[config.mk]
export PLATFORM = sky130hd
export DESIGN_NAME = dx_diff
export DESIGN_NICKNAME = d
export VERILOG_FILES = /design/src/rtl/dx_diff.sv
export SDC_FILE = /design/constraint.sdc
export NUM_CORES = 2
export LEC_CHECK = 0
export CORE_MARGIN = 5
export CORE_UTILIZATION = 48
export CTS_CLUSTER_DIAMETER = 40
export DETAILED_ROUTE_END_ITERATION = 16
export PLACE_DENSITY_LB_ADDON = 0.1
export SYNTH_ARGS = -nofsm -noshare
export SYNTH_HDL_FRONTEND = slang
export SYNTH_SLANG_ARGS = --single-unit
[constraint.sdc]
create_clock -name clk -period 2.5 [get_ports clk]
set_input_delay 0.25 -clock clk [delete_from_list [all_inputs] [get_ports clk]]
set_output_delay 0.25 -clock clk [all_outputs]
set_load 0.05 [all_outputs]
[src/rtl/dx_diff.sv]
// dx_diff: horizontal forward difference dx[p] = x[p+1] - x[p] over wide
// pixel beats, with zero at the right edge of every row.
//
// Ports:
//   clk, rst        clock, synchronous active-high reset
//   clr             synchronous restart, same effect as rst
//   in_valid/ready  input beat handshake; in_data lane i at [i*DW +: DW]
//   out_valid       one-cycle strobe with out_data / out_addr
//   frame_done      pulses with the final beat of the last row
module dx_diff #(
    parameter int PORT_SIZE = 16,
    parameter int DW        = 16,
    parameter int COL_WIDTH = 4,
    parameter int ROW_NUM   = 48,
    parameter int AW        = 8
) (
    input  logic                    clk,
    input  logic                    rst,
    input  logic                    clr,
    input  logic                    in_valid,
    output logic                    in_ready,
    input  logic [PORT_SIZE*DW-1:0] in_data,
    output logic                    out_valid,
    output logic [PORT_SIZE*DW-1:0] out_data,
    output logic [AW-1:0]           out_addr,
    output logic                    frame_done
);

    localparam int CW    = (COL_WIDTH > 1) ? $clog2(COL_WIDTH) : 1;
    localparam int RW    = (ROW_NUM > 1) ? $clog2(ROW_NUM) : 1;
    localparam int NBEAT = ROW_NUM * COL_WIDTH;

    typedef enum logic [1:0] {
        IDLE,
        HOLD,
        FLUSH
    } state_t;

    state_t                  state_q;
    state_t                  state_d;
    logic [PORT_SIZE*DW-1:0] h_q;
    logic [CW-1:0]           col_q;
    logic [RW-1:0]           row_q;
    logic [AW-1:0]           cnt_q;

    logic                    accept;
    logic                    load;
    logic                    emit;
    logic                    col_last;
    logic                    row_last;
    logic                    cnt_last;
    logic [PORT_SIZE*DW-1:0] diff_d;

    assign in_ready = (state_q != FLUSH);
    assign accept   = in_valid & in_ready;
    assign col_last = (col_q == CW'(COL_WIDTH - 1));
    assign row_last = (row_q == RW'(ROW_NUM - 1));
    assign cnt_last = (cnt_q == AW'(NBEAT - 1));

    always_comb begin
        state_d = state_q;
        load    = 1'b0;
        emit    = 1'b0;
        unique case (state_q)
            IDLE: begin
                if (accept) begin
                    load    = 1'b1;
                    state_d = col_last ? FLUSH : HOLD;
                end
            end
            HOLD: begin
                if (accept) begin
                    load    = 1'b1;
                    emit    = 1'b1;
                    state_d = col_last ? FLUSH : HOLD;
                end
            end
            FLUSH: begin
                emit    = 1'b1;
                state_d = IDLE;
            end
            default: state_d = IDLE;
        endcase
    end

    // The top lane borrows lane 0 of the incoming beat; at the row end
    // there is no right neighbour, so it is forced to zero.
    always_comb begin
        diff_d = '0;
        for (int i = 0; i < PORT_SIZE - 1; i++) begin
            diff_d[i*DW +: DW] = h_q[(i+1)*DW +: DW] - h_q[i*DW +: DW];
        end
        if (state_q != FLUSH) begin
            diff_d[(PORT_SIZE-1)*DW +: DW] =
                in_data[0 +: DW] - h_q[(PORT_SIZE-1)*DW +: DW];
        end
    end

    always_ff @(posedge clk) begin
        if (rst || clr) begin
            state_q    <= IDLE;
            h_q        <= '0;
            col_q      <= '0;
            row_q      <= '0;
            cnt_q      <= '0;
            out_valid  <= 1'b0;
            out_data   <= '0;
            out_addr   <= '0;
            frame_done <= 1'b0;
        end else begin
            state_q    <= state_d;
            out_valid  <= emit;
            frame_done <= 1'b0;
            if (load) begin
                h_q   <= in_data;
                col_q <= col_last ? '0 : col_q + 1'b1;
            end
            if (emit) begin
                out_data <= diff_d;
                out_addr <= cnt_q;
                cnt_q    <= cnt_last ? '0 : cnt_q + 1'b1;
            end
            if (state_q == FLUSH) begin
                col_q      <= '0;
                row_q      <= row_last ? '0 : row_q + 1'b1;
                frame_done <= row_last;
            end
        end
    end

endmodule

==> results_dict.tcl <==
set metrics [dict create \
    synth-seq-area-share_pct 37.0 \
    design_area_sq_mm 0.0397 \
    root_buffer "clkbuf_16" \
    rsz0062_at_grt "yes" \
    start_kind "flop" \
    tightest_slew_ps 694 \
    synth_nets 4313 \
    die_h_um 257 \
    placed_area_sq_mm 0.0362 \
    syn2layout_area_growth_pct 35.8 \
    clk_pin_slew_worst_paths_ps 50 \
    avgSynthCellArea_sq_um 7.72 \
    io_pins 527 \
    routed_via_density 5.32 \
    hold_viol_final 0 \
    post-route-min-period_ps 2510 \
    timing.rr.start "h_q[17]" \
    max_slew_margin_pct 53.6 \
    netlist.top_cell.by_area "dfxtp_1" \
    p_leak_uw 0.0152 \
    async_flop_share_pct 0 \
    final_common_cell "nand2_1" \
    grt_max_degree 136 \
    ant_nets 0 \
    gp_congestion 0.917 \
    cts_num_sinks 540 \
    grt-ovfl-total 0 \
    wl_per_cell_um 18.3 \
    end_kind "flop" \
    post-dp-hpwl_um 72700 \
    syn_inst 3790 \
    worst_ep_required_time_ps 3000 \
    grt_pass1_vias 26448 \
    synth_area_sq_mm 0.0293 \
    max_freq_mhz 398 \
    peakVddDrop_uv 545 \
    status "complete, but fails checks" \
    antenna_cells 0 \
    insertion_delay_ps 620 \
    grt_pass1_wl_um 146000 \
    grtUsageTotal_pct 27.4 \
    holdBufCountCts 0 \
    pre_cts_slack_ps -436 \
    finalSetupViolCount 1 \
    num_vias 27897 \
    clockBufferDepth 3 \
    rows 90 \
    startpoint "h_q[17]" \
    htree_levels 3 \
    max_cap_viol_count 0 \
    finalCritPeriodShare_pct 101 \
    ys_warn_count 0 \
    holdCritStartpoint "in_data[219]" \
    synth-seq-cells 540 \
    antenna_found_initial 0 \
    synthTopCellsByArea "dfxtp_1 (37%), nand2_1 (11%), ha_1 (11%)" \
    portBuffers 526 \
    initial_core_util_pct 48.5 \
    fin_nets 4916 \
    synth_ff_type "dfxtp_1" \
    mostFrequentLayoutCells "nand2_1 (845), clkdlybuf4s50_1 (525), dfxtp_1 (515), a21oi_1 (507), inv_1 (266)" \
    violations "negative setup slack" \
    routed_wl_um 96100 \
    drc_errors 0 \
    synth_edf_count 0 \
    drv_slew 0 \
    clock_skew_ps 14.7 \
    ys_types 70 \
    dieArea_sq_mm 0.0660 \
    first_iter_violations 1690 \
    min_path_type "input pin to flop" \
    crit_path_max_fanout 3 \
    setup_ws_ps -13.1 \
    p_per_area_mw_per_mm2 647 \
    post-synth-top-area-fraction_pct 37.0 \
    cp_data_arrival_time_ps 3010 \
    numCtsBuffers 86 \
    crit_type "flop to flop" \
    cts_tree "yes" \
    chipWidth_um 257 \
    drtPass1Iterations 6 \
    core_area_sq_mm 0.0604 \
    drive_above_1_share_pct 9.86 \
]
## worst paths after layout
path | endpoint | slack, ps | depth (start not counted)
setup / recovery | out_data[31] | -10 | 10
hold / removal | h_q[219] | 180 | 3
setup reg to reg | out_data[31] | -10 | 10
hold reg to reg | out_data[239] | 440 | 2
## cell usage after synthesis (34+ instances only)
cell	instances
a21o_1	34
a211oi_1	58
nor2_1	208
xor2_1	57
nor2b_1	52
nand2b_1	37
a21oi_1	514
ha_1	247
nor3_1	61
o21ai_0	176
nand3_1	41
clkbuf_1	149
dfxtp_1	540
nand2_1	847
xnor2_1	125
o21a_1	63
inv_1	268
## power breakdown
part / internal, uW / switching, uW / leakage (uW)
registers: 8760 / 148 / 0.00438
logic: 2170 / 2340 / 0.00942
clock network: 7700 / 4580 / 0.00143
total: 18600 / 7070 / 0.0152
## timing repair
item | 4_1_cts | 5_1_grt
endpoints found under the hold margin | 0 | 0
setup endpoints to repair | 9 | 73
pin swaps | 8 | 34
buffers inserted | 2 | 7
resized for setup | 16 | 120
## registers in the layout, indices dropped and copies added (netlist names)
name	flops
out_valid	1
out_addr	8
frame_done	1
cnt_q	8
state_q	2
h_q	256
row_q	6
out_data	256
col_q	2
## layout make-up
class                   count  area (sq um)
clock inverters            61           697
repair buffers            687          6690
well taps                 782           978
fillers                  5244         20600
clock buffers              98          2310
flip-flops and latches    540         10800
inverters                 269          1010
multi-input cells        2809         17200
## metrics by stage
| stage | utilization [%] | cells | total power [uW] | hold WS (ps) | TNS, ps |
|---|---|---|---|---|---|
| floorplan | - | 3790 | 11800 | 386 | 0 |
| detailed placement | 60.0 | 5078 | 13300 | 438 | -2350 |
| global placement | 60.0 | 5078 | 13300 | 433 | -1920 |
| global route | 65.8 | 5246 | 26700 | 163 | -581 |
| CTS | 65.2 | 5239 | 25700 | 140 | -46.0 |
| finish | 65.8 | 5246 | 25700 | 176 | -13.1 |
## worst max-delay path: stages, from the launching register on
cell and delay, ps:
dfxtp_2 330, inv_1 60, ha_1 280, nor2b_1 140
o31a_1 290, o41ai_4 280, o21ai_2 140, or4_1 470
a31oi_1 200, xnor2_1 160, o21ai_2 60
## cell families after synthesis
| kind of cell | share of synthesized area (%) |
|---|---|
| simple gates | 19.6 |
| compound gates | 20.5 |
| flops | 37.0 |
| buf+inv | 5.66 |
| fa+ha+maj | 11.7 |
| xor+xnor | 5.45 |
| mux | 0.175 |
## metal layers
metal  vias up  wire length [um]  global-route usage [%]
li1      14086                 -                       -
met1     12903             42200                    36.3
met2       762             45600                    46.3
met3       146              5450                    4.39
met4         0              2870                    8.50
met5         -                 0                       0
Power figures use the tool's default switching activity.
